**config.mk**
```make
export PLATFORM = sky130hd
export DESIGN_NAME = axi_status_poller_flat
export DESIGN_NICKNAME = d
export VERILOG_FILES = /design/src/rtl/axi_status_poller_if.sv /design/src/rtl/axi_status_poller.sv /design/src/flat_wrapper.sv
export SDC_FILE = /design/constraint.sdc
export NUM_CORES = 1
export LEC_CHECK = 0
export ABC_AREA = 1
export CORE_UTILIZATION = 38
export DETAILED_ROUTE_END_ITERATION = 8
export PLACE_DENSITY = 0.88
export SLEW_MARGIN = 20
export SYNTH_ARGS = -nofsm -noshare
export SYNTH_HDL_FRONTEND = slang
export SYNTH_SLANG_ARGS = --single-unit
```
**constraint.sdc**
```tcl
create_clock -name axi_clk -period 2.5 [get_ports axi_clk]
set_input_delay 0.375 -clock axi_clk [delete_from_list [all_inputs] [get_ports axi_clk]]
set_output_delay 0.375 -clock axi_clk [all_outputs]
set_load 0.005 [all_outputs]
```
**src/rtl/axi_status_poller_if.sv**
```systemverilog
// AXI4-Lite bus bundle between the status poller (master) and the status slave.
// No PROT channels; WSTRB is driven by the master.
interface axi_status_poller_if;
    logic [31:0] M_AXI_ARADDR;
    logic        M_AXI_ARVALID;
    logic        M_AXI_ARREADY;
    logic [31:0] M_AXI_RDATA;
    logic [1:0]  M_AXI_RRESP;
    logic        M_AXI_RVALID;
    logic        M_AXI_RREADY;
    logic [31:0] M_AXI_AWADDR;
    logic        M_AXI_AWVALID;
    logic        M_AXI_AWREADY;
    logic [31:0] M_AXI_WDATA;
    logic [3:0]  M_AXI_WSTRB;
    logic        M_AXI_WVALID;
    logic        M_AXI_WREADY;
    logic [1:0]  M_AXI_BRESP;
    logic        M_AXI_BVALID;
    logic        M_AXI_BREADY;

    modport master (
        output M_AXI_ARADDR, M_AXI_ARVALID, input M_AXI_ARREADY,
        input  M_AXI_RDATA, M_AXI_RRESP, M_AXI_RVALID, output M_AXI_RREADY,
        output M_AXI_AWADDR, M_AXI_AWVALID, input M_AXI_AWREADY,
        output M_AXI_WDATA, M_AXI_WSTRB, M_AXI_WVALID, input M_AXI_WREADY,
        input  M_AXI_BRESP, M_AXI_BVALID, output M_AXI_BREADY
    );

    modport slave (
        input  M_AXI_ARADDR, M_AXI_ARVALID, output M_AXI_ARREADY,
        output M_AXI_RDATA, M_AXI_RRESP, M_AXI_RVALID, input M_AXI_RREADY,
        input  M_AXI_AWADDR, M_AXI_AWVALID, output M_AXI_AWREADY,
        input  M_AXI_WDATA, M_AXI_WSTRB, M_AXI_WVALID, output M_AXI_WREADY,
        output M_AXI_BRESP, M_AXI_BVALID, input M_AXI_BREADY
    );
endinterface

```
**src/rtl/axi_status_poller.sv**
```systemverilog
// AXI4-Lite master that polls a channel-up status register on a fixed period and
// also carries single-beat register writes from fabric over the same bus.
module axi_status_poller #(
    parameter logic [31:0] STATUS_ADDR    = 32'h0000_0000,
    parameter int unsigned POLL_CYCLES    = 1000,
    parameter int unsigned TIMEOUT_CYCLES = 256
) (
    input  logic        axi_clk,
    input  logic        axi_reset,
    input  logic        poll_enable,
    input  logic        cmd_write,
    input  logic [31:0] cmd_addr,
    input  logic [31:0] cmd_wdata,
    output logic        cmd_ready,
    output logic        cmd_done,
    output logic [1:0]  cmd_bresp,
    output logic        ss0_up,
    output logic        ss1_up,
    output logic [31:0] status_word,
    output logic        status_changed,
    output logic [15:0] poll_error_count,
    output logic        timeout,
    axi_status_poller_if.master m_axi
);
    localparam int TMR_W = $clog2(POLL_CYCLES);
    localparam logic [TMR_W-1:0] TMR_RELOAD = TMR_W'(POLL_CYCLES - 1);
    localparam int WD_W = $clog2(TIMEOUT_CYCLES + 1);
    localparam logic [WD_W-1:0] WD_LAST = WD_W'(TIMEOUT_CYCLES - 1);

    typedef enum logic [2:0] {IDLE, RD_ADDR, RD_DATA, WR_REQ, WR_RESP} state_t;

    state_t            state_q, state_d;
    logic [TMR_W-1:0]  tmr_q, tmr_d;
    logic              poll_pend_q, poll_pend_d;
    logic              aw_pend_q, aw_pend_d;
    logic              w_pend_q, w_pend_d;
    logic [WD_W-1:0]   wd_q, wd_d;
    logic              timeout_q, timeout_d;
    logic [31:0]       status_q, status_d;
    logic              changed_q, changed_d;
    logic [15:0]       err_q, err_d;
    logic [1:0]        bresp_q, bresp_d;
    logic              done_q, done_d;
    logic [31:0]       waddr_q, waddr_d;
    logic [31:0]       wdata_q, wdata_d;
    logic              poll_due;
    logic              poll_take;

    function automatic logic [15:0] sat_inc16(input logic [15:0] v);
        return (v == 16'hFFFF) ? v : v + 16'd1;
    endfunction

    always_comb begin
        state_d   = state_q;
        tmr_d     = tmr_q;
        aw_pend_d = aw_pend_q;
        w_pend_d  = w_pend_q;
        wd_d      = wd_q;
        timeout_d = timeout_q;
        status_d  = status_q;
        changed_d = 1'b0;
        err_d     = err_q;
        bresp_d   = bresp_q;
        done_d    = 1'b0;
        waddr_d   = waddr_q;
        wdata_d   = wdata_q;
        cmd_ready = 1'b0;
        poll_take = 1'b0;

        poll_due = poll_enable && (tmr_q == '0);
        if (!poll_enable || poll_due) begin
            tmr_d = TMR_RELOAD;
        end else begin
            tmr_d = tmr_q - 1'b1;
        end

        unique case (state_q)
            IDLE: begin
                if (poll_pend_q && poll_enable) begin
                    poll_take = 1'b1;
                    state_d   = RD_ADDR;
                end else if (cmd_write && !axi_reset) begin
                    cmd_ready = 1'b1;
                    state_d   = WR_REQ;
                    aw_pend_d = 1'b1;
                    w_pend_d  = 1'b1;
                    waddr_d   = cmd_addr;
                    wdata_d   = cmd_wdata;
                end
            end
            RD_ADDR: begin
                if (m_axi.M_AXI_ARREADY) state_d = RD_DATA;
            end
            RD_DATA: begin
                if (m_axi.M_AXI_RVALID) begin
                    state_d = IDLE;
                    if (m_axi.M_AXI_RRESP == 2'b00) begin
                        status_d  = m_axi.M_AXI_RDATA;
                        changed_d = (m_axi.M_AXI_RDATA != status_q);
                    end else begin
                        err_d = sat_inc16(err_q);
                    end
                end
            end
            WR_REQ: begin
                // AW and W complete independently; leave only once both have.
                if (m_axi.M_AXI_AWREADY) aw_pend_d = 1'b0;
                if (m_axi.M_AXI_WREADY)  w_pend_d  = 1'b0;
                if (!aw_pend_d && !w_pend_d) state_d = WR_RESP;
            end
            WR_RESP: begin
                if (m_axi.M_AXI_BVALID) begin
                    bresp_d = m_axi.M_AXI_BRESP;
                    done_d  = 1'b1;
                    state_d = IDLE;
                end
            end
            default: state_d = IDLE;
        endcase

        // A timer expiry in the same cycle the previous poll is taken stays pending.
        poll_pend_d = poll_enable && (poll_due || (poll_pend_q && !poll_take));

        // The bus transaction is never abandoned; the watchdog only flags the stall.
        if (state_q == IDLE || state_d != state_q) begin
            wd_d = '0;
        end else if (wd_q == WD_LAST) begin
            timeout_d = 1'b1;
        end else begin
            wd_d = wd_q + 1'b1;
        end
    end

    always_ff @(posedge axi_clk) begin
        if (axi_reset) begin
            state_q     <= IDLE;
            tmr_q       <= TMR_RELOAD;
            poll_pend_q <= 1'b0;
            aw_pend_q   <= 1'b0;
            w_pend_q    <= 1'b0;
            wd_q        <= '0;
            timeout_q   <= 1'b0;
            status_q    <= '0;
            changed_q   <= 1'b0;
            err_q       <= '0;
            bresp_q     <= 2'b00;
            done_q      <= 1'b0;
        end else begin
            state_q     <= state_d;
            tmr_q       <= tmr_d;
            poll_pend_q <= poll_pend_d;
            aw_pend_q   <= aw_pend_d;
            w_pend_q    <= w_pend_d;
            wd_q        <= wd_d;
            timeout_q   <= timeout_d;
            status_q    <= status_d;
            changed_q   <= changed_d;
            err_q       <= err_d;
            bresp_q     <= bresp_d;
            done_q      <= done_d;
        end
    end

    always_ff @(posedge axi_clk) begin
        waddr_q <= waddr_d;
        wdata_q <= wdata_d;
    end

    assign m_axi.M_AXI_ARADDR  = STATUS_ADDR;
    assign m_axi.M_AXI_ARVALID = (state_q == RD_ADDR);
    assign m_axi.M_AXI_RREADY  = (state_q == RD_DATA);
    assign m_axi.M_AXI_AWADDR  = waddr_q;
    assign m_axi.M_AXI_AWVALID = (state_q == WR_REQ) && aw_pend_q;
    assign m_axi.M_AXI_WDATA   = wdata_q;
    assign m_axi.M_AXI_WSTRB   = 4'hF;
    assign m_axi.M_AXI_WVALID  = (state_q == WR_REQ) && w_pend_q;
    assign m_axi.M_AXI_BREADY  = (state_q == WR_RESP);

    assign cmd_done         = done_q;
    assign cmd_bresp        = bresp_q;
    assign status_word      = status_q;
    assign ss0_up           = status_q[0];
    assign ss1_up           = status_q[16];
    assign status_changed   = changed_q;
    assign poll_error_count = err_q;
    assign timeout          = timeout_q;
endmodule

```
**src/flat_wrapper.sv**
```systemverilog
// flat-port wrapper written by rule: the top's interface ports become plain ports
module axi_status_poller_flat 
#(
    parameter logic [31:0] STATUS_ADDR    = 32'h0000_0000,
    parameter int unsigned POLL_CYCLES    = 1000,
    parameter int unsigned TIMEOUT_CYCLES = 256
)
  (axi_clk, axi_reset, poll_enable, cmd_write, cmd_addr, cmd_wdata, cmd_ready, cmd_done, cmd_bresp, ss0_up, ss1_up, status_word, status_changed, poll_error_count, timeout, m_axi_M_AXI_ARADDR, m_axi_M_AXI_ARVALID, m_axi_M_AXI_ARREADY, m_axi_M_AXI_RDATA, m_axi_M_AXI_RRESP, m_axi_M_AXI_RVALID, m_axi_M_AXI_RREADY, m_axi_M_AXI_AWADDR, m_axi_M_AXI_AWVALID, m_axi_M_AXI_AWREADY, m_axi_M_AXI_WDATA, m_axi_M_AXI_WSTRB, m_axi_M_AXI_WVALID, m_axi_M_AXI_WREADY, m_axi_M_AXI_BRESP, m_axi_M_AXI_BVALID, m_axi_M_AXI_BREADY);
  axi_status_poller_if m_axi_i ();
  input  logic axi_clk;
  input  logic axi_reset;
  input  logic poll_enable;
  input  logic cmd_write;
  input  logic [31:0] cmd_addr;
  input  logic [31:0] cmd_wdata;
  output logic cmd_ready;
  output logic cmd_done;
  output logic [1:0] cmd_bresp;
  output logic ss0_up;
  output logic ss1_up;
  output logic [31:0] status_word;
  output logic status_changed;
  output logic [15:0] poll_error_count;
  output logic timeout;
  output wire logic [$bits(m_axi_i.M_AXI_ARADDR)-1:0] m_axi_M_AXI_ARADDR;
  output wire logic [$bits(m_axi_i.M_AXI_ARVALID)-1:0] m_axi_M_AXI_ARVALID;
  input wire logic [$bits(m_axi_i.M_AXI_ARREADY)-1:0] m_axi_M_AXI_ARREADY;
  input wire logic [$bits(m_axi_i.M_AXI_RDATA)-1:0] m_axi_M_AXI_RDATA;
  input wire logic [$bits(m_axi_i.M_AXI_RRESP)-1:0] m_axi_M_AXI_RRESP;
  input wire logic [$bits(m_axi_i.M_AXI_RVALID)-1:0] m_axi_M_AXI_RVALID;
  output wire logic [$bits(m_axi_i.M_AXI_RREADY)-1:0] m_axi_M_AXI_RREADY;
  output wire logic [$bits(m_axi_i.M_AXI_AWADDR)-1:0] m_axi_M_AXI_AWADDR;
  output wire logic [$bits(m_axi_i.M_AXI_AWVALID)-1:0] m_axi_M_AXI_AWVALID;
  input wire logic [$bits(m_axi_i.M_AXI_AWREADY)-1:0] m_axi_M_AXI_AWREADY;
  output wire logic [$bits(m_axi_i.M_AXI_WDATA)-1:0] m_axi_M_AXI_WDATA;
  output wire logic [$bits(m_axi_i.M_AXI_WSTRB)-1:0] m_axi_M_AXI_WSTRB;
  output wire logic [$bits(m_axi_i.M_AXI_WVALID)-1:0] m_axi_M_AXI_WVALID;
  input wire logic [$bits(m_axi_i.M_AXI_WREADY)-1:0] m_axi_M_AXI_WREADY;
  input wire logic [$bits(m_axi_i.M_AXI_BRESP)-1:0] m_axi_M_AXI_BRESP;
  input wire logic [$bits(m_axi_i.M_AXI_BVALID)-1:0] m_axi_M_AXI_BVALID;
  output wire logic [$bits(m_axi_i.M_AXI_BREADY)-1:0] m_axi_M_AXI_BREADY;
  assign m_axi_M_AXI_ARADDR = m_axi_i.M_AXI_ARADDR;
  assign m_axi_M_AXI_ARVALID = m_axi_i.M_AXI_ARVALID;
  assign m_axi_i.M_AXI_ARREADY = m_axi_M_AXI_ARREADY;
  assign m_axi_i.M_AXI_RDATA = m_axi_M_AXI_RDATA;
  assign m_axi_i.M_AXI_RRESP = m_axi_M_AXI_RRESP;
  assign m_axi_i.M_AXI_RVALID = m_axi_M_AXI_RVALID;
  assign m_axi_M_AXI_RREADY = m_axi_i.M_AXI_RREADY;
  assign m_axi_M_AXI_AWADDR = m_axi_i.M_AXI_AWADDR;
  assign m_axi_M_AXI_AWVALID = m_axi_i.M_AXI_AWVALID;
  assign m_axi_i.M_AXI_AWREADY = m_axi_M_AXI_AWREADY;
  assign m_axi_M_AXI_WDATA = m_axi_i.M_AXI_WDATA;
  assign m_axi_M_AXI_WSTRB = m_axi_i.M_AXI_WSTRB;
  assign m_axi_M_AXI_WVALID = m_axi_i.M_AXI_WVALID;
  assign m_axi_i.M_AXI_WREADY = m_axi_M_AXI_WREADY;
  assign m_axi_i.M_AXI_BRESP = m_axi_M_AXI_BRESP;
  assign m_axi_i.M_AXI_BVALID = m_axi_M_AXI_BVALID;
  assign m_axi_M_AXI_BREADY = m_axi_i.M_AXI_BREADY;
  axi_status_poller #(.STATUS_ADDR(STATUS_ADDR), .POLL_CYCLES(POLL_CYCLES), .TIMEOUT_CYCLES(TIMEOUT_CYCLES)) u_core (.axi_clk(axi_clk), .axi_reset(axi_reset), .poll_enable(poll_enable), .cmd_write(cmd_write), .cmd_addr(cmd_addr), .cmd_wdata(cmd_wdata), .cmd_ready(cmd_ready), .cmd_done(cmd_done), .cmd_bresp(cmd_bresp), .ss0_up(ss0_up), .ss1_up(ss1_up), .status_word(status_word), .status_changed(status_changed), .poll_error_count(poll_error_count), .timeout(timeout), .m_axi(m_axi_i));
endmodule
```
======== Word-level counts from Yosys, hierarchy flattened ========
Cells that the tools add are included.
storage, ports and cells
  register bits ........................... 142
  bits in latches ......................... 0
  bits in writable memories ............... 0
  memory bits (read-only) ................. 0
  output and inout bits ................... 161
  logic and storage cells ................. 85
  memories ................................ 0
operators by class
  $add $sub $neg .......................... 3
  multiply operators ...................... 0
  divide/modulo/power cells ............... 0
  order comparisons ....................... 0
  equality and inequality tests ........... 10
  shift operators ......................... 0
  muxes and demuxes ....................... 21
  bitwise logic cells ..................... 7
  reductions and logical operators ........ 30
operators with widths
  kind                                                                  count
  32-bit inequality test                                                1
  3-bit two-way mux                                                     6
  16-bit by 1-bit adder with 16-bit output, second input constant       1
  16-bit == test, second input constant                                 1
  3-bit case mux with 5 select lines                                    1
  1-bit two-way mux                                                     12
  10-bit logical NOT                                                    1
  10-bit by 1-bit subtractor with 10-bit output, second input constant  1
  9-bit by 1-bit adder with 9-bit output, second input constant         1
  9-bit by 8-bit == test with 1-bit output, second input constant       1
  3-bit AND reduction                                                   3
  1-bit logical AND                                                     8
  1-bit inverter                                                        7
  3-bit by 2-bit == test with 1-bit output, second input constant       2
  2-bit OR reduction                                                    3
  1-bit logical NOT                                                     5
  1-bit case mux with 2 select lines                                    2
  2-bit AND reduction                                                   2
  4-bit AND reduction                                                   1
  4-bit OR reduction                                                    1
  3-bit by 1-bit == test with 1-bit output, second input constant       1
  3-bit == test, second input constant                                  1
  3-bit logical NOT                                                     1
  1-bit logical OR                                                      3
  5 further kinds                                                       5

======== Logic depth before layout (Yosys ltp) ========
Gate-level depths: netlist of the first run.
  word-level depth ........................ 10
  depth in mapped cells ................... 12
  mapped depth without buffers ............ 11

======== Least setup slack after synthesis of the first run ========
Ideal clock, no wire load.
  kind .................................... register to register
  start ................................... register u_core.state_q[1]
  end ..................................... register u_core.waddr_q[0] (netlist: u_core.m_axi.M_AXI_AWADDR[0]) (enable)
  library setup time ...................... 0.419 ns
  arrival time ............................ 1.986 ns
  setup slack ............................. 0.095 ns
  stages on the path, launching flop included .. 6
  buffers on the path ..................... 0
  period minus slack after synthesis ...... 2.405 ns
  cells stage by stage .................... dfxtp_1 inv_2 nand2_2 nor2_2 nand2_2 inv_1
on the way
  cells in the longest elaborated chain, start to end .. 2
RTL lines
  element                        line                      text
  start, declared                axi_status_poller.sv:32   state_t state_q, state_d;
  start signal, assigned         axi_status_poller.sv:149  state_q <= state_d;
  3-bit logical NOT              axi_status_poller.sv:77   unique case (state_q)
  3-bit AND reduction (no line)  n/a
  end signal, assigned           axi_status_poller.sv:165  waddr_q <= waddr_d;
  end, declared                  axi_status_poller.sv:44   logic [31:0] waddr_q, waddr_d;
No other way between the ends.
A chain may end at the register's enable or synchronous reset.

======== Worst setup path in the final report of the first run ========
  start ................................... register u_core.state_q[2]
  end ..................................... output m_axi_M_AXI_BREADY
on the way
  cells in the longest elaborated chain, start to end .. 1
RTL lines
  element        line                      text
  3-bit == test  axi_status_poller.sv:177  assign m_axi.M_AXI_BREADY = (state_q == WR_RESP);
  end, declared  flat_wrapper.sv:41        output wire logic [$bits(m_axi_i.M_AXI_BREADY)-1:0] m_axi_M_AXI_BREADY;
No other way between the ends.

==> results of run 1 <==
-- metal layers --
| layer | GRT usage | share of wire | vias up |
|---|---|---|---|
| li1 | - | - | 2487 |
| met1 | 0.197 | 0.37 | 2289 |
| met2 | 0.333 | 0.50 | 193 |
| met3 | 0.0694 | 0.098 | 20 |
| met4 | 0.0817 | 0.024 | 0 |
| met5 | 0 | 0 | - |
-- area by class of cell --
| type | instances | area share |
|---|---|---|
| Clock inverter | 13 | 0.0132 |
| Tap cell | 216 | 0.0296 |
| Sequential cell | 142 | 0.381 |
| Multi-Input combinational cell | 419 | 0.243 |
| Clock buffer | 19 | 0.0496 |
| Timing Repair Buffer | 240 | 0.262 |
| Inverter | 51 | 0.0210 |
-- state kept, by name, summed over array words and instances, names as in the netlist --
name and flops:
u_core.m_axi.M_AXI_AWADDR 32, u_core.m_axi.M_AXI_WDATA 32, u_core.status_word 32, u_core.poll_error_count 16, u_core.tmr_q 10, u_core.wd_q 9
u_core.state_q 3, u_core.cmd_bresp 2, u_core.aw_pend_q 1, u_core.cmd_done 1, u_core.poll_pend_q 1, u_core.status_changed 1
u_core.timeout 1, u_core.w_pend_q 1
-- through the flow --
stage / worst slack [ns] / hold WS, ns / instances
floorplan: 0.0949 / 0.380 / 666
global placement: 0.380 / 0.395 / 1068
detailed placement: 0.370 / 0.400 / 1068
CTS: 0.218 / 0.415 / 1100
global route: 0.0792 / 0.452 / 1100
finish: 0.209 / 0.414 / 1100
-- kinds of logic (layout without fill, tap and decap cells) --
| family | after synthesis | count (layout) | share of synthesized area |
|---|---|---|---|
| adder cells (fa/ha/maj) | 4 | 4 | 0.00815 |
| flip-flops | 142 | 142 | 0.567 |
| other | 2 | 36 | 0.00122 |
| XOR/XNOR | 48 | 48 | 0.0685 |
| AND/OR/NAND/NOR | 262 | 262 | 0.200 |
| buffers and inverters | 105 | 323 | 0.0919 |
| AO/OA/AOI/OAI | 69 | 69 | 0.0630 |
-- how the worst max path moves through the flow --
stage | from | to | slack [ns] | depth (start not counted)
3_3_place_gp | axi_reset | u_core.tmr_q[3] | 0.38 | 7
3_5_place_dp | axi_reset | u_core.tmr_q[3] | 0.37 | 7
2_1_floorplan | u_core.state_q[1] | u_core.m_axi.M_AXI_AWADDR[0] | 0.09 | 5
4_1_cts | u_core.state_q[2] | m_axi_M_AXI_BREADY | 0.22 | 3
5_1_grt | u_core.state_q[2] | m_axi_M_AXI_BREADY | 0.08 | 3
6_report | u_core.state_q[2] | m_axi_M_AXI_BREADY | 0.21 | 3
-- power by group through the flow --
stage               registers, mW  logic [mW]  clock network, mW
finish                       2.54       0.547               2.40
floorplan                    2.60       0.224                  0
global placement             2.59       0.537                  0
CTS                          2.55       0.551               2.46
detailed placement           2.60       0.547                  0
global route                 2.55       0.594               2.57
-- worst max-delay path, stage by stage (launching register included) --
cell and delay (ns):
dfxtp_1 0.49, inv_1 0.16, nor2_1 0.30, clkdlybuf4s50_1 0.56
-- layout by cell type (no fill, tap or decap) --
cell type and instances:
clkdlybuf4s50_1 233, nor2_1 105, dfxtp_1 78, nand2_1 73, edfxtp_1 64, inv_1 45
o21ai_0 39, conb_1 36, xnor2_1 34, nand3_1 27, nand4_1 17, clkbuf_16 17
a21oi_1 14, xor2_1 14, nand2_2 11, a21oi_2 10, nor3_2 9, nor3_1 7
inv_2 6, buf_4 6, nor2_2 4, o21ai_1 4, ha_1 4, inv_8 4
clkinv_4 3, inv_6 3, clkinvlp_4 3, nor3_4 2, nor2_4 2, nand2_4 2
clkbuf_8 2, and3_1 1, or2_2 1, o31ai_1 1, a31oi_1 1, nand3b_1 1
buf_12 1
==> metrics.yaml, run 1 <==
vdd_drop_max_mv: 0.502
finalWirelength_mm: 15.9
finalCriticalPeriod_ns: 2.29
synth_area_per_cell_um2: 9.71
reg2reg_setup_slack_ns: 0.47
antenna_found_initial: 0
slew_headroom: 0.633
antenna-diode-count: 0
r2r_start: "u_core.wd_q[0]"
postCtsHoldBufs: 0
port-buffer-count: 233
initial_utilization: 0.388
async_reset_ff_frac: 0
period_share: 0.916
drc: 0
utilization: 0.577
n_fill_cell: 1305
yosysMostFrequentCell: "nor2_1"
yosys-top-cells-count: "105 x nor2_1, 78 x dfxtp_1, 73 x nand2_1"
hold_viol_final: 0
tritoncts: "built"
hpwlAfterDp_mm: 11.9
synthTopCellsByArea: "edfxtp_1 31%, dfxtp_1 25%, nor2_1 6.4%"
multi_input_area_um2: 2220
htreeDepth: 4
cp.required_ns: 2.12
min_delay_path_depth: 1
hold_path_end: "u_core.tmr_q[0]"
cts.sinks: 142
synthesis.area_um2: 6140
swShare: 0.238
gp_congestion: 0.822
timing.rr.end: "u_core.wd_q[7]"
critPathMaxFanout: 7
grt_usage: 0.187
drive_above_1_share: 0.0973
start_kind: "flip-flop"
yosys.area.top_type: "edfxtp_1"
synth_cells: 632
numCtsBuffers: 17
synth_warnings: 0
synth_seq_cells: 142
die_x_um: 129
clkTransAtPathRegs_ns: 0.06
seqCellArea_um2: 3480
yosysSeqAreaShare: 0.567
cts_resized: 0
p_int_mw: 4.19
fin_nets: 984
via_count: 4989
grt_pass1_wl_mm: 23.5
crit_type: "flip-flop to output port"
p_total_mw: 5.49
rows: 46
max_freq_mhz: 436
post_cts_buffers: 0
drv_slew: 0
comb_power_share: 0.100
p_switching_mw: 1.31
area.growth.synth_to_final_pct: 48.8
dr.first_iter.drc_count: 248
first_pass_iters: 4
ys.flop_type: "dfxtp_1"
cts-root-buf: "clkbuf_16"
grt_setup_unrepaired: "no"
grt_max_degree: 67
clk_path_buf_depth: 2
maxCapViolations: 0
hold_start: "u_core.tmr_q[0]"
ios: 270
power.share.sequential: 0.463
synth_top_cell_area_share: 0.313
worst-r2r-cell-count: 9
wl_per_cell_um: 14.5
p_leak_nw: 3.34
tightest_slew_ns: 0.549
report.final.setup_viol: 0
die_y_um: 129
overflow: 0
synth_cell_type_count: 32
avgViaCountPerCell: 4.54
tns_ns: 0
grt_pass1_vias: 4583
hp-class: "flip-flop to flip-flop"
power.density_nw_per_um2: 602
skew_ns: 0.00805
cp-end-kind: "output port"
placed_area_um2: 8560
synth_edf_count: 64
fp.dieArea_um2: 16700
power_frac_clock: 0.437
fp.coreArea_um2: 15800
final_area_um2: 9130
arrival_ns: 1.92
ant_nets: 0
worstSkewPairLatency_ns: 0.41
outcome: "finished, final reports clean"
No activity file was read; power rests on OpenSTA's default activity.
==> run 2: changes to the inputs <==
--- a/config.mk
+++ b/config.mk
@@ -5,10 +5,12 @@
 export SDC_FILE = /design/constraint.sdc
 export NUM_CORES = 1
 export LEC_CHECK = 0
-export ABC_AREA = 1
-export CORE_UTILIZATION = 38
+export CORE_AREA = 2 2 105 107
 export DETAILED_ROUTE_END_ITERATION = 8
-export PLACE_DENSITY = 0.88
+export DIE_AREA = 0 0 107 109
+export DONT_BUFFER_PORTS = 1
+export PLACE_DENSITY = 0.85
+export SKIP_LAST_GASP = 1
 export SLEW_MARGIN = 20
 export SYNTH_ARGS = -nofsm -noshare
 export SYNTH_HDL_FRONTEND = slang
==> run 2 against run 1 <==
Total power is essentially flat; worst hold slack lost 0.40 ns; register-to-register slack got worse by 0.20 ns; clock skew is essentially flat; global-route usage up 7.1 points; flip-flop and latch count unchanged; critical path depth rose by 1; design area shrank 18%; non-clock buffer count down 137; critical endpoint is now u_core.poll_error_count[13].
==> metrics.yaml, run 2 <==
outcome: "finished, final reports clean"
via_count: 4578
cts_resized: 0
numCtsBuffers: 17
place_inst: 671
grt_setup_unrepaired: "no"
report.final.setup_viol: 0
grt_usage: 0.258
synth_area_per_cell_um2: 10.7
hold_viol_final: 0
start_kind: "flip-flop"
grt_pass1_vias: 4295
path_cells: "nand4bb_4 -> or4_1 -> nor4_1 -> mux2_1"
fp.dieArea_um2: 11700
fin_nets: 760
drc: 0
first_pass_iters: 7
hpwlAfterDp_mm: 9.82
ant_nets: 0
skew_ns: 0.00781
die_y_um: 109
crit_type: "flip-flop to flip-flop"
p_switching_mw: 1.19
synth_top_cell_area_share: 0.327
finalCriticalPeriod_ns: 2.23
critPathSlowestCell: "or4_1"
area.growth.synth_to_final_pct: 27.1
grt_max_degree: 65
cts-root-buf: "clkbuf_8"
hp-class: "input port to flip-flop"
dr.first_iter.drc_count: 476
ios: 270
synth_warnings: 0
yosysSeqAreaShare: 0.593
power.share.sequential: 0.469
cp-end-kind: "flip-flop"
p_leak_nw: 2.53
yosysMostFrequentCell: "nand2_1"
final_cells: 800
slowest_delay_ns: 0.65
tritoncts: "built"
worstSkewPairLatency_ns: 0.52
swShare: 0.216
clkTransAtPathRegs_ns: 0.06
gp_congestion: 0.875
ys.flop_type: "dfxtp_1"
critPathMaxFanout: 14
wl_per_cell_um: 19.7
yosys.area.top_type: "edfxtp_1"
slew_headroom: 0.529
tns_ns: 0
antenna_found_initial: 0
synthTopCellsByArea: "edfxtp_1 33%, dfxtp_1 27%, xnor2_1 6.1%"
port-buffer-count: 0
initial_utilization: 0.554
overflow: 0
maxCapViolations: 0
arrival_ns: 2.63
comb_power_share: 0.060
fp.coreArea_um2: 10600
avgViaCountPerCell: 5.72
drv_slew: 0
rows: 38
p_int_mw: 4.31
n_fill_cell: 709
vdd_drop_max_mv: 0.437
htreeDepth: 4
synth_cell_type_count: 53
synthesis.area_um2: 5870
synth_edf_count: 64
grt_pass1_wl_mm: 22.5
final_common_cell: "dlygate4sd3_1"
power.density_nw_per_um2: 735
max_freq_mhz: 448
finalWirelength_mm: 15.8
tightest_slew_ns: 0.707
die_x_um: 107
clk_path_buf_depth: 2
yosys-top-cells-count: "90 x nand2_1, 78 x dfxtp_1, 64 x edfxtp_1"
most-common-layout-cells: "96 x dlygate4sd3_1, 90 x nand2_1, 78 x dfxtp_1"
drive_above_1_share: 0.0712
cp.required_ns: 2.90
period_share: 0.892
post_cts_buffers: 0
antenna-diode-count: 0
synth_cells: 550
cts.sinks: 142
power_frac_clock: 0.471
synth_seq_cells: 142
async_reset_ff_frac: 0
run 2: changes by cell type after synthesis, moves of 10 or more:
cell	previous run	this run
nand2_1	73	90
inv_1	46	14
nor2_1	105	26
a21oi_1	14	50
xor2_1	14	3
nand2_2	11	0
nand3_1	27	11
a21oi_2	10	0
or4_1	0	11
o21ai_0	39	5
clkbuf_1	10	20
run 2: worst paths after layout:
| path | startpoint | to | slack [ns] | cells past startpoint |
|---|---|---|---|---|
| setup / recovery | u_core.state_q[1] | u_core.poll_error_count[13] | 0.27 | 4 |
| hold reg to reg | u_core.tmr_q[0] | u_core.tmr_q[0] | 0.42 | 1 |
| hold / removal | m_axi_M_AXI_RDATA[12] | u_core.status_word[12] | 0.02 | 2 |
| setup reg to reg | u_core.state_q[1] | u_core.poll_error_count[13] | 0.27 | 4 |
run 2: power by group through the flow:
stage / registers [mW] / clock network (mW) / logic [mW]
2_1_floorplan: 2.60 / 0 / 0.200
3_3_place_gp: 2.62 / 0 / 0.169
3_5_place_dp: 2.62 / 0 / 0.175
4_1_cts: 2.57 / 2.61 / 0.318
5_1_grt: 2.58 / 2.72 / 0.361
6_report: 2.57 / 2.58 / 0.332
run 2: cell families (layout without fill, tap and decap cells):
logic type / Yosys count / in the layout / share of synthesized area
simple gates: 195 / 195 / 0.164
buf+inv: 73 / 149 / 0.0712
xor+xnor: 44 / 44 / 0.0656
mux: 5 / 5 / 0.00916
other cells: 2 / 36 / 0.00128
compound gates: 85 / 85 / 0.0867
flops: 142 / 142 / 0.593
fa+ha+maj: 4 / 4 / 0.00852
run 2: timing repair:
item / CTS / global route
hold endpoints to repair: 117 / 2
endpoints found under the setup margin: 0 / 0
hold buffers: 95 / 2
run 2: critical path, delay by kind of cell (launching register included):
family        cells  cell delay, ns
flops             1            0.62
mux               1            0.34
simple gates      3            1.16
run 2: metrics by stage:
step | worst slack [ns] | instance area, um^2 | power (mW) | hold WS [ns] | util
finish | 0.269 | 7470 | 5.49 | 0.0167 | 0.704
global route | 0.164 | 7470 | 5.66 | 0.00171 | 0.704
CTS | 0.296 | 7450 | 5.50 | 0.000246 | 0.702
detailed placement | 0.308 | 5880 | 2.80 | 0.408 | 0.554
global placement | 0.344 | 5880 | 2.79 | 0.386 | 0.554
floorplan | 0.296 | 6000 | 2.80 | 0.379 | -
run 2: per-layer routing:
| metal | part of all wire | wire length [um] | GRT usage |
|---|---|---|---|
| met1 | 0.34 | 5390 | 0.265 |
| met2 | 0.51 | 8120 | 0.454 |
| met3 | 0.11 | 1770 | 0.109 |
| met4 | 0.032 | 499 | 0.129 |
| met5 | 0 | 0 | 0 |
run 2: final cells by class:
| class | count | area [um^2] | area share |
|---|---|---|---|
| tap | 140 | 175 | 0.0235 |
| sequential | 142 | 3480 | 0.467 |
| clock buffer | 18 | 418 | 0.0560 |
| inverter | 14 | 56.3 | 0.00754 |
| timing repair buffer | 103 | 1040 | 0.139 |
| clock inverter | 14 | 191 | 0.0256 |
| multi-input combinational | 369 | 2100 | 0.282 |
==> run 3: changes to the inputs <==
==> constraint.sdc (replaced) <==
create_clock -name axi_clk -period 2.04 [get_ports axi_clk]
set_input_delay 0.306 -clock axi_clk [delete_from_list [all_inputs] [get_ports axi_clk]]
set_output_delay 0.306 -clock axi_clk [all_outputs]
set_load 0.005 [all_outputs]
==> run 3 against run 2 <==
Maximum frequency is 14% higher; clock-buffer cell count stayed put; flip-flop and latch count stayed put; sequential share of layout area is 0.84 points lower; critical path type unchanged; largest cell class unchanged; highest routed layer unchanged.
==> metrics.yaml, run 3 (synthesis gave the netlist of run 2 again) <==
die_y_um: 109
cp.required_ns: 2.43
wl_per_cell_um: 20.0
gp_congestion: 0.846
cts.sinks: 142
startpoint: "u_core.poll_error_count[4]"
period_share: 0.957
fin_ws_ns: 0.0877
skew_ns: 0.0122
finalCriticalPeriod_ns: 1.95
grt_setup_unrepaired: "no"
fin_nets: 777
htreeDepth: 4
drc: 0
hp-class: "input port to flip-flop"
slew_headroom: 0.461
multi_input_area_um2: 2130
maxCapViolations: 0
final_common_cell: "dlygate4sd3_1"
most-common-layout-cells: "99 x dlygate4sd3_1, 90 x nand2_1, 77 x dfxtp_1"
place_ws_ns: -0.0445
start_kind: "flip-flop"
p_switching_mw: 1.47
antenna-diode-count: 0
swShare: 0.221
hpwlAfterDp_mm: 10.6
p_leak_nw: 2.61
dr.first_iter.drc_count: 299
utilization: 0.717
p_int_mw: 5.17
area.growth.synth_to_final_pct: 29.5
clk_path_buf_depth: 2
clkTransAtPathRegs_ns: 0.06
final_area_um2: 7600
fp.dieArea_um2: 11700
drv_slew: 0
tns_ns: 0
grt_pass1_vias: 4636
crit_type: "flip-flop to flip-flop"
comb_power_share: 0.067
final_cells: 817
path_cells: "nand4_1 -> or4_4 -> nor4_1 -> mux2_1"
cts-root-buf: "clkbuf_8"
tritoncts: "built"
power.density_nw_per_um2: 873
hold_viol_final: 0
arrival_ns: 2.35
slowest_delay_ns: 0.51
die_x_um: 107
cp-end-kind: "flip-flop"
power.share.sequential: 0.474
p_total_mw: 6.64
r2r_start: "u_core.poll_error_count[4]"
tightest_slew_ns: 0.809
report.final.setup_viol: 0
critPathMaxFanout: 7
initial_utilization: 0.554
seqCellArea_um2: 3480
via_count: 4629
critPathSlowestCell: "or4_4"
hold_ws_ns: 0.0309
grt_max_degree: 55
finalWirelength_mm: 16.4
ios: 270
n_fill_cell: 710
placed_area_um2: 5980
numCtsBuffers: 17
max_freq_mhz: 512
hold_start: "axi_reset"
port-buffer-count: 0
overflow: 0
grt_usage: 0.267
first_pass_iters: 5
worstSkewPairLatency_ns: 0.51
outcome: "finished, final reports clean"
drive_above_1_share: 0.0975
ant_nets: 0
place_inst: 685
antenna_found_initial: 0
grt_pass1_wl_mm: 23.7
rows: 38
fp.coreArea_um2: 10600
vdd_drop_max_mv: 0.538
avgViaCountPerCell: 5.67
power_frac_clock: 0.459
[run 3: layout make-up]
class,instances,area share
clock buffer,18,0.0550
clock inverter,14,0.0222
inverter,14,0.00740
multi-input combinational,369,0.280
sequential,142,0.458
tap,140,0.0230
timing repair buffer,120,0.154
[run 3: worst paths after layout]
kind	endpoint	slack (ns)	depth (start not counted)
worst max-delay path	u_core.poll_error_count[13]	0.09	4
worst min-delay path	u_core.poll_error_count[5]	0.03	2
worst max register to register	u_core.poll_error_count[13]	0.09	4
worst min register to register	u_core.tmr_q[0]	0.42	1
[run 3: timing repair]
| item | in CTS | in global routing |
|---|---|---|
| setup buffers | 0 | 0 |
| endpoints found under the setup margin | 0 | 10 |
| hold endpoints to repair | 119 | 0 |
| hold buffers | 100 | 0 |
| gates resized for setup | 0 | 5 |
[run 3: layer usage]
metal | track usage | part of all wire
met1 | 0.286 | 0.37
met2 | 0.470 | 0.52
met3 | 0.0813 | 0.082
met4 | 0.154 | 0.037
met5 | 0 | 0
[run 3: power groups by stage]
stage                     combinational [mW]  sequential, mW  clock, mW
after CTS                              0.431            3.15       3.08
after global routing                   0.477            3.15       3.22
after floorplan                        0.251            3.19          0
after global placement                 0.230            3.20          0
after detailed placement               0.246            3.21          0
final                                  0.444            3.15       3.05
[run 3: critical path: cells and delay by family (launching register included)]
kind / cells / cell delay [ns]
mux: 1 / 0.36
flops: 1 / 0.42
simple gates: 3 / 1.06
